File: src/rtl/port_rx_packer_if.sv
// Port-format word stream from the receive packer toward the ring tap.
// The master presents words first-word-fall-through; the slave returns prx_drdy.
interface port_rx_packer_if #(
  parameter int pdp_sz = 70
);
  logic              prx_srdy;
  logic              prx_drdy;
  logic [pdp_sz-1:0] prx_data;

  modport master (output prx_srdy, output prx_data, input prx_drdy);
  modport slave  (input prx_srdy, input prx_data, output prx_drdy);
endinterface

File: src/rtl/port_rx_packer.sv
// Packs a non-stallable byte-wide MAC receive stream into 70-bit port words.
// A small FWFT FIFO absorbs backpressure; overflowing packets are aborted and counted.
module port_rx_packer #(
  parameter int depth  = 8,
  parameter int asz    = 3,
  parameter int pdp_sz = 70
) (
  input  logic                 clk,
  input  logic                 reset,
  input  logic                 rx_dv,
  input  logic                 rx_er,
  input  logic [7:0]           rxd,
  port_rx_packer_if.master     prx,
  output logic [15:0]          drop_cnt
);

  typedef enum logic [2:0] {
    SYNC  = 3'd0,
    IDLE  = 3'd1,
    RECV  = 3'd2,
    DROP  = 3'd3,
    ABORT = 3'd4
  } state_t;

  localparam logic [pdp_sz-1:0] ABORT_WORD = {2'b10, 1'b1, 3'b000, 64'd0};

  state_t r_state, w_next;

  logic [63:0]       r_word;
  logic [2:0]        r_idx;
  logic              r_err;
  logic              r_first;
  logic              r_full;
  logic              r_pushed_any;
  logic              r_seen_dv;
  logic [15:0]       r_drop_cnt;

  logic [pdp_sz-1:0] r_mem [depth];
  logic [asz:0]      r_wr_ptr;
  logic [asz:0]      r_rd_ptr;

  logic              w_empty;
  logic              w_full;
  logic              w_pop;
  logic              w_space;
  logic              w_push;
  logic [pdp_sz-1:0] w_push_word;
  logic              w_drop_inc;
  logic              w_start;
  logic              w_wr;

  // Extra pointer bit separates full from empty when the low bits match.
  assign w_empty = (r_wr_ptr == r_rd_ptr);
  assign w_full  = (r_wr_ptr[asz] != r_rd_ptr[asz]) &&
                   (r_wr_ptr[asz-1:0] == r_rd_ptr[asz-1:0]);
  assign w_pop   = !w_empty && prx.prx_drdy;
  assign w_space = !w_full || w_pop;

  assign prx.prx_srdy = !w_empty;
  assign prx.prx_data = w_empty ? '0 : r_mem[r_rd_ptr[asz-1:0]];
  assign drop_cnt     = r_drop_cnt;

  always_ff @(posedge clk or negedge reset) begin
    if (!reset) r_state <= SYNC;
    else        r_state <= w_next;
  end

  always_comb begin
    w_next      = r_state;
    w_push      = 1'b0;
    w_push_word = '0;
    w_drop_inc  = 1'b0;
    w_start     = 1'b0;
    w_wr        = 1'b0;
    case (r_state)
      SYNC: begin
        if (!rx_dv) w_next = IDLE;
      end
      IDLE: begin
        if (rx_dv) begin
          w_start = 1'b1;
          w_next  = RECV;
        end
      end
      RECV: begin
        if (rx_dv) begin
          w_wr = 1'b1;
          // A full word is held back until the next byte proves it is not the last.
          if (r_full) begin
            w_push_word = {r_first ? 2'b01 : 2'b00, 1'b0, 3'b000, r_word};
            w_push      = w_space;
            if (!w_space) begin
              w_drop_inc = 1'b1;
              w_next     = DROP;
            end
          end
        end else begin
          w_push_word = {r_first ? 2'b11 : 2'b10, r_err, r_idx, r_word};
          w_push      = w_space;
          if (w_space) begin
            w_next = IDLE;
          end else begin
            w_drop_inc = 1'b1;
            w_next     = r_pushed_any ? ABORT : IDLE;
          end
        end
      end
      DROP: begin
        if (!rx_dv) w_next = r_pushed_any ? ABORT : IDLE;
      end
      ABORT: begin
        w_push_word = ABORT_WORD;
        if (w_space) begin
          w_push = 1'b1;
          // A packet that began while the abort was pending is lost as a whole.
          if (rx_dv || r_seen_dv) begin
            w_drop_inc = 1'b1;
            w_next     = rx_dv ? DROP : IDLE;
          end else begin
            w_next = IDLE;
          end
        end
      end
      default: w_next = SYNC;
    endcase
  end

  always_ff @(posedge clk or negedge reset) begin
    if (!reset) begin
      r_word       <= '0;
      r_idx        <= '0;
      r_err        <= 1'b0;
      r_first      <= 1'b0;
      r_full       <= 1'b0;
      r_pushed_any <= 1'b0;
      r_seen_dv    <= 1'b0;
    end else begin
      r_seen_dv <= (r_state == ABORT) && !w_push && (r_seen_dv || rx_dv);
      if (w_start) begin
        r_word       <= {56'd0, rxd};
        r_idx        <= 3'd1;
        r_err        <= rx_er;
        r_first      <= 1'b1;
        r_full       <= 1'b0;
        r_pushed_any <= 1'b0;
      end else if (w_wr) begin
        if (r_idx == 3'd0) r_word <= {56'd0, rxd};
        else               r_word[{r_idx, 3'b000} +: 8] <= rxd;
        r_idx  <= r_idx + 3'd1;
        r_err  <= r_err | rx_er;
        r_full <= (r_idx == 3'd7);
        if (w_push) begin
          r_first      <= 1'b0;
          r_pushed_any <= 1'b1;
        end
      end else if ((r_state == ABORT) && w_push) begin
        r_pushed_any <= 1'b0;
      end
    end
  end

  always_ff @(posedge clk) begin
    if (w_push) r_mem[r_wr_ptr[asz-1:0]] <= w_push_word;
  end

  always_ff @(posedge clk or negedge reset) begin
    if (!reset) begin
      r_wr_ptr   <= '0;
      r_rd_ptr   <= '0;
      r_drop_cnt <= '0;
    end else begin
      if (w_push) r_wr_ptr <= r_wr_ptr + 1'b1;
      if (w_pop)  r_rd_ptr <= r_rd_ptr + 1'b1;
      if (w_drop_inc && (r_drop_cnt != 16'hFFFF)) r_drop_cnt <= r_drop_cnt + 16'd1;
    end
  end

endmodule

File: src/flat_wrapper.sv
// flat-port wrapper written by rule: the top's interface ports become plain ports
module port_rx_packer_flat 
#(
  parameter int depth  = 8,
  parameter int asz    = 3,
  parameter int pdp_sz = 70
)
  (clk, reset, rx_dv, rx_er, rxd, drop_cnt, prx_prx_srdy, prx_prx_data, prx_prx_drdy);
  port_rx_packer_if #(.pdp_sz(pdp_sz)) prx_i ();
  input  logic clk;
  input  logic reset;
  input  logic rx_dv;
  input  logic rx_er;
  input  logic [7:0] rxd;
  output logic [15:0] drop_cnt;
  output wire logic [$bits(prx_i.prx_srdy)-1:0] prx_prx_srdy;
  output wire logic [$bits(prx_i.prx_data)-1:0] prx_prx_data;
  input wire logic [$bits(prx_i.prx_drdy)-1:0] prx_prx_drdy;
  assign prx_prx_srdy = prx_i.prx_srdy;
  assign prx_prx_data = prx_i.prx_data;
  assign prx_i.prx_drdy = prx_prx_drdy;
  port_rx_packer #(.depth(depth), .asz(asz), .pdp_sz(pdp_sz)) u_core (.clk(clk), .reset(reset), .rx_dv(rx_dv), .rx_er(rx_er), .rxd(rxd), .prx(prx_i), .drop_cnt(drop_cnt));
endmodule
File: config.mk
export PLATFORM = sky130hd
export DESIGN_NAME = port_rx_packer_flat
export DESIGN_NICKNAME = d
export VERILOG_FILES = /design/src/rtl/port_rx_packer_if.sv /design/src/rtl/port_rx_packer.sv /design/src/flat_wrapper.sv
export SDC_FILE = /design/constraint.sdc
export NUM_CORES = 1
export LEC_CHECK = 0
export BUFFER_PORTS_ARGS = -buffer_cell sky130_fd_sc_hd__buf_2
export CAP_MARGIN = 20
export CORE_UTILIZATION = 45
export CTS_CLUSTER_DIAMETER = 40
export CTS_CLUSTER_SIZE = 24
export DETAILED_ROUTE_END_ITERATION = 10
export HOLD_SLACK_MARGIN = 0.12
export PLACE_DENSITY = 0.69
export RECOVER_POWER = 25
export SLEW_MARGIN = 10
export SYNTH_ARGS = -nofsm -noshare
export SYNTH_HDL_FRONTEND = slang
export SYNTH_SLANG_ARGS = --single-unit
File: constraint.sdc
create_clock -name clk -period 23.7 [get_ports clk]
set_input_delay 1.185 -clock clk [delete_from_list [all_inputs] [get_ports clk]]
set_output_delay 1.185 -clock clk [all_outputs]
set_load 0.02 [all_outputs]
==> flow_metrics.py, run 1 <==
metrics = {
    "outcome": {
        "status": "finished with violations",
        "violations": "capacitance limit, slew limit",
    },
    "placed_design": {
        "gp_congestion": 0.823,
        "dp_hpwl_um": 29600,
        "port_buffers": 99,
    },
    "yosys": {
        "synth_top_cell_area_share_pct": 64.5,
        "yosysTopAreaCell": "edfxtp_1",
        "syn_nets": 1356,
        "synth_area_um2": 26100,
        "ys_seq_area_share_pct": 74.0,
        "async_flop_share_pct": 15.0,
        "synth_area_per_cell_um2": 19.6,
        "synth_edf_count": 560,
        "synth-seq-cells": 659,
        "synth_area_leaders": "edfxtp_1, mux4_2, dfrtp_1",
        "synth-warning-count": 0,
        "synth-main-ff-cell": "edfxtp_1",
        "synth.distinct_cells": 55,
        "netlist_instances": 1333,
    },
    "floorplanning": {
        "num_rows": 87,
        "die_w_um": 243,
        "die_h_um": 243,
        "initial_core_util_pct": 45.9,
        "die_area_um2": 58900,
        "core_um2": 56800,
        "ios": 100,
    },
    "detailed_routing": {
        "ant_nets": 0,
        "drt_first_pass_iters": 5,
        "drtIter0Drc": 1067,
        "drc": 0,
        "routed-via-count": 13000,
        "avgViaCountPerCell": 5.69,
        "wl_per_cell_um": 24.1,
        "routed_wl_um": 55100,
    },
    "power": {
        "finalPower_mw": 3.59,
        "p_sw_mw": 1.17,
        "power.density_nw_per_um2": 120,
        "p_leak_nw": 10.5,
        "seqPwrFrac_pct": 39.7,
        "p_comb_share_pct": 28.6,
        "swShare_pct": 32.6,
        "clockPowerShare_pct": 31.8,
        "peakVddDrop_uv": 63.1,
        "p_int_mw": 2.42,
    },
    "critical_path": {
        "critical_path_cell_count": 2,
        "r2r_slack_ps": 20230,
        "r2r_cells": 6,
        "worst_r2r_endpoint": "u_core.r_mem[7][1]",
        "path_buf_inv": 2,
        "max_stage_delay_ps": 2950,
        "endpoint_kind": "async pin",
        "worstPathArrival_ps": 5440,
        "worstPathCellList": "clkbuf_1 -> clkbuf_1",
        "crit_fanout": 69,
        "path_delay_family": "buffers and inverters",
        "crit_slowest_cell": "clkbuf_1",
        "path_common_cell": "clkbuf_1",
        "critPathKind": "primary input to async pin",
        "start_kind": "primary input",
        "required_ps": 22890,
        "r2r_start": "u_core.r_state[0]",
    },
    "clocking": {
        "htreeDepth": 3,
        "cts_hold_buf": 0,
        "clockBufferDepth": 3,
        "cts_tree": "done",
        "cts_buffers": 75,
        "cts_root_buf": "clkbuf_16",
        "cts_num_sinks": 659,
        "path_clk_slew_ps": 60,
        "clock_latency_ps": 610,
        "cts_resized": 0,
        "post_cts_buffers": 0,
    },
    "min_path": {
        "holdCritPathClass": "flip-flop to flip-flop",
        "hold_path_depth": 1,
        "hold_end": "u_core.r_word[54]",
        "hold_path.startpoint": "u_core.r_word[54]",
    },
    "global_routing": {
        "grt_pass1_vias": 13500,
        "grt_pass1_wl_um": 83300,
        "grt_usage_pct": 18.8,
        "grt_overflow": 0,
        "antenna_found_initial": 5,
        "grt_max_degree": 72,
    },
    "sta": {
        "setup_viol": 0,
        "rsz0062_at_grt": "no",
        "timing.setup.tns_ps": 0,
        "min_period_over_period_pct": 26.4,
        "max_freq_mhz": 160,
        "skew_ps": 15.0,
        "hold_violations": 0,
        "slew_headroom_pct": -170,
        "layout_min_cycle_time_ps": 6250,
        "slew_viol_final": 102,
        "tightest_slew_ps": 4050,
    },
    "cells_and_area": {
        "mostFrequentLayoutCell": "edfxtp_1",
        "final_nets": 1489,
        "fillCellCount": 4440,
        "syn_to_final_growth_pct": 14.9,
        "final_cell_mix": "edfxtp_1, mux4_2, buf_2",
        "drive_gt1_share_pct": 28.5,
    },
    "run": {
        "drv_cap": 2,
    },
}
==> worst max-delay path by stage <==
stage	slack (ps)	endpoint	start
after detailed placement	19220	prx_prx_data[0]	u_core.r_rd_ptr[0]
after global placement	19180	prx_prx_data[27]	u_core.r_rd_ptr[0]
final	17450	u_core.r_rd_ptr[0]	reset
after global routing	16320	u_core.r_rd_ptr[0]	reset
after floorplan	14050	u_core.r_mem[1][0]	rx_dv
after CTS	18570	prx_prx_data[0]	u_core.r_rd_ptr[0]
==> registers in the layout, indices dropped and copies added, names as in the netlist <==
| register | flops |
|---|---|
| u_core.r_pushed_any | 1 |
| u_core.r_state | 3 |
| u_core.r_first | 1 |
| u_core.r_full | 1 |
| u_core.r_word | 64 |
| u_core.r_idx | 3 |
| u_core.r_err | 1 |
| u_core.r_wr_ptr | 4 |
| u_core.drop_cnt | 16 |
| u_core.r_seen_dv | 1 |
| u_core.r_rd_ptr | 4 |
| u_core.r_mem | 560 |
==> power by group through the flow <==
stage / Combinational [mW] / Clock [mW] / Sequential (mW)
floorplan: 0.789 / 0 / 1.38
CTS: 1.04 / 1.16 / 1.43
global placement: 1.03 / 0 / 1.45
finish: 1.03 / 1.14 / 1.42
global route: 1.10 / 1.21 / 1.44
detailed placement: 1.04 / 0 / 1.45
==> through the flow <==
stage | area (um2) | worst slack [ps] | hold slack [ps] | instances | utilization, %
floorplan | 26100 | 14050 | 462 | 1333 | -
global placement | 27500 | 19180 | 468 | 2142 | 48.3
detailed placement | 27500 | 19220 | 482 | 2143 | 48.3
CTS | 29900 | 18570 | 493 | 2281 | 52.7
global route | 30000 | 16320 | 511 | 2283 | 52.7
finish | 30000 | 17450 | 494 | 2285 | 52.7
==> cells by family (layout without fill, tap and decap cells) <==
family / count (synthesis) / in the layout / synth area share (%)
adder cells (fa/ha/maj): 10 / 10 / 0.480
buffers and inverters: 79 / 273 / 1.28
multiplexers: 225 / 225 / 15.4
AO/OA/AOI/OAI: 87 / 87 / 2.70
AND/OR/NAND/NOR: 249 / 249 / 5.29
XOR/XNOR: 24 / 24 / 0.806
other: 0 / 2 / 0
flip-flops: 659 / 659 / 74.0
==> cell usage after synthesis, types with 4 or more instances <==
cell type / number
and2_1: 68
nand4_1: 6
edfxtp_1: 560
xor2_1: 11
inv_1: 7
nor2b_1: 4
o21ai_0: 4
mux2_2: 12
mux4_2: 140
a21oi_1: 8
a21oi_2: 5
clkbuf_1: 34
nand2_1: 26
nand3_1: 7
a22o_1: 56
nor2_1: 88
ha_1: 10
xnor2_1: 13
buf_2: 17
nor4_1: 4
and3_1: 7
mux2i_1: 71
buf_1: 18
nor3_2: 4
nor3_1: 6
nand2b_1: 4
dfrtp_1: 99
==> metal layers <==
metal  part of all wire [%]  up-vias  track usage, %
met5                  0.085        -               0
li1                       -     5601               -
met1                     42     6942            25.5
met3                    5.6       74            3.16
met2                     51      386            31.5
met4                    1.7        8            5.53
==> area by class of cell <==
class                           count  area [um2]  area share (%)
Sequential cell                   659       19300            64.4
Tap cell                          756         946            3.16
Inverter                            7        26.3          0.0877
Multi-Input combinational cell    595        6480            21.6
Clock inverter                     55         552            1.84
Clock buffer                       83        1930            6.44
Antenna cell                        2        5.00          0.0167
Timing Repair Buffer              128         716            2.39
Note: power is estimated with default switching activity, not from simulation.
==> run 2, diff against run 1 <==
- PLACE_DENSITY: 0.69 -> 0.71
- clock period: 23.7 -> 5.6 ns (I/O delays scaled with it)
==> run 2 against run 1 <==
Highest routed layer unchanged. Register-to-register slack lost 18000 ps. Largest power group unchanged. Clock power grew to 5.2 times the previous value. Cell area grew 2.8%. The flow still finishes with violations (capacitance limit, slew limit). Sequential cell count is the same. Critical endpoint is now prx_prx_data[60].
==> flow_metrics.py, run 2 (synthesized netlist as in run 1, its figures left out) <==
metrics = {
    "detailed_routing": {
        "ant_nets": 0,
        "wl_per_cell_um": 23.9,
        "routed-via-count": 13000,
        "drt_first_pass_iters": 4,
        "drtIter0Drc": 1012,
        "avgViaCountPerCell": 5.59,
        "drc": 0,
        "routed_wl_um": 55300,
    },
    "floorplanning": {
        "die_h_um": 243,
        "core_um2": 56800,
        "num_rows": 87,
        "ios": 100,
        "initial_core_util_pct": 45.9,
        "die_area_um2": 58900,
        "die_w_um": 243,
    },
    "clocking": {
        "post_cts_buffers": 0,
        "clockBufferDepth": 3,
        "cts_num_sinks": 659,
        "cts_root_buf": "clkbuf_16",
        "cts_tree": "done",
        "path_clk_slew_ps": 60,
        "clock_latency_ps": 640,
        "cts_resized": 0,
        "htreeDepth": 3,
        "cts_buffers": 87,
    },
    "critical_path": {
        "crit_fanout": 29,
        "worstPathArrival_ps": 3550,
        "required_ps": 5320,
        "worstPathCellList": "xor2_1 -> nor3_1 -> and2_2 -> buf_4 -> nor2_1 -> buf_2",
        "start_kind": "flip-flop",
        "crit_slowest_cell": "dfrtp_4",
        "max_stage_delay_ps": 860,
        "critPathKind": "flip-flop to output port",
        "endpoint_kind": "output port",
    },
    "cells_and_area": {
        "largest_reg_flops": 560,
        "syn_to_final_growth_pct": 18.1,
        "fillCellCount": 4376,
        "final_nets": 1513,
        "final_cell_mix": "edfxtp_1, mux4_2, dfrtp_1",
        "antenna_cells": 0,
        "drive_gt1_share_pct": 29.2,
        "mostFrequentLayoutCell": "edfxtp_1",
        "final_area_um2": 30800,
    },
    "placed_design": {
        "dpl_cell_area_um2": 27500,
        "gp_congestion": 0.812,
        "dp_hpwl_um": 30500,
        "port_buffers": 99,
    },
    "sta": {
        "hold_violations": 0,
        "slew_viol_final": 56,
        "max_freq_mhz": 261,
        "rsz0062_at_grt": "no",
        "layout_min_cycle_time_ps": 3830,
        "holdWs_ps": 154,
        "setup_viol": 0,
        "tightest_slew_ps": 3130,
        "skew_ps": 25.6,
        "min_period_over_period_pct": 68.5,
        "slew_headroom_pct": -109,
    },
    "global_routing": {
        "grt_max_degree": 86,
        "grt_overflow": 0,
        "grt_usage_pct": 19.3,
        "antenna_found_initial": 2,
        "grt_pass1_vias": 13800,
        "grt_pass1_wl_um": 85300,
    },
    "min_path": {
        "holdCritPathClass": "primary input to flip-flop",
    },
    "outcome": {
        "violations": "capacitance limit, slew limit",
        "status": "finished with violations",
    },
    "power": {
        "peakVddDrop_uv": 300,
        "p_leak_nw": 10.9,
        "power.density_nw_per_um2": 528,
    },
    "run": {
        "drv_cap": 1,
    },
}
[run 2: critical path: cells and delay by family (launching register included)]
kind / cells / cell delay, ps
xor gates and xnor gates: 1 / 160
buffers and inverters: 2 / 610
DFF: 1 / 860
and+or+nand+nor: 3 / 1280
[run 2: metrics by stage]
stage                     utilization [%]  power [mW]  cells  TNS [ps]  setup slack (ps)
final                                54.2        16.2   2320         0              1770
after global routing                 54.2        17.0   2320         0              1200
after CTS                            54.2        16.5   2319         0              1880
after detailed placement             48.4        10.6   2146         0              2310
after global placement               48.4        10.5   2143         0              2370
after floorplan                         -        9.18   1333  -1008440             -3470
[run 2: final timing paths]
kind                                          start                  end  slack [ps]  depth (start not counted)
worst min register to register  u_core.drop_cnt[10]  u_core.drop_cnt[10]         490                          1
min in group asynchronous                     reset   u_core.drop_cnt[8]        1220                          2
worst min-delay path                         rxd[1]    u_core.r_word[49]         150                          2
max in group asynchronous                     reset    u_core.r_word[63]        1870                          3
worst max register to register   u_core.r_rd_ptr[2]   u_core.r_rd_ptr[1]        2260                          7
worst max-delay path             u_core.r_rd_ptr[2]     prx_prx_data[60]        1770                          6
[run 2: what timing repair did]
| action | CTS | global route |
|---|---|---|
| endpoints found under the setup margin | 0 | 0 |
| hold buffers | 10 | 0 |
| hold endpoints to repair | 96 | 0 |
[run 2: final cells by class]
class,count,area (um2),area share (%)
clock buffer,96,2350,7.63
timing repair buffer,140,841,2.73
clock inverter,67,858,2.79
multi-input combinational,595,6470,21.0
inverter,7,26.3,0.0853
sequential,659,19300,62.7
tap,756,946,3.07
[run 2: where the power goes]
| group | switching, mW | total [mW] | internal (mW) |
|---|---|---|---|
| Sequential | 0.291 | 5.92 | 5.63 |
| Combinational | 2.60 | 4.44 | 1.84 |
| Clock | 2.34 | 5.88 | 3.54 |
[run 2: routing by layer]
layer / up-vias / wire length, um / GRT usage, %
met5: - / 20 / 0
met4: 4 / 1070 / 5.07
met3: 78 / 2660 / 3.65
met2: 357 / 28100 / 32.5
met1: 6869 / 23500 / 26.0
li1: 5663 / - / -
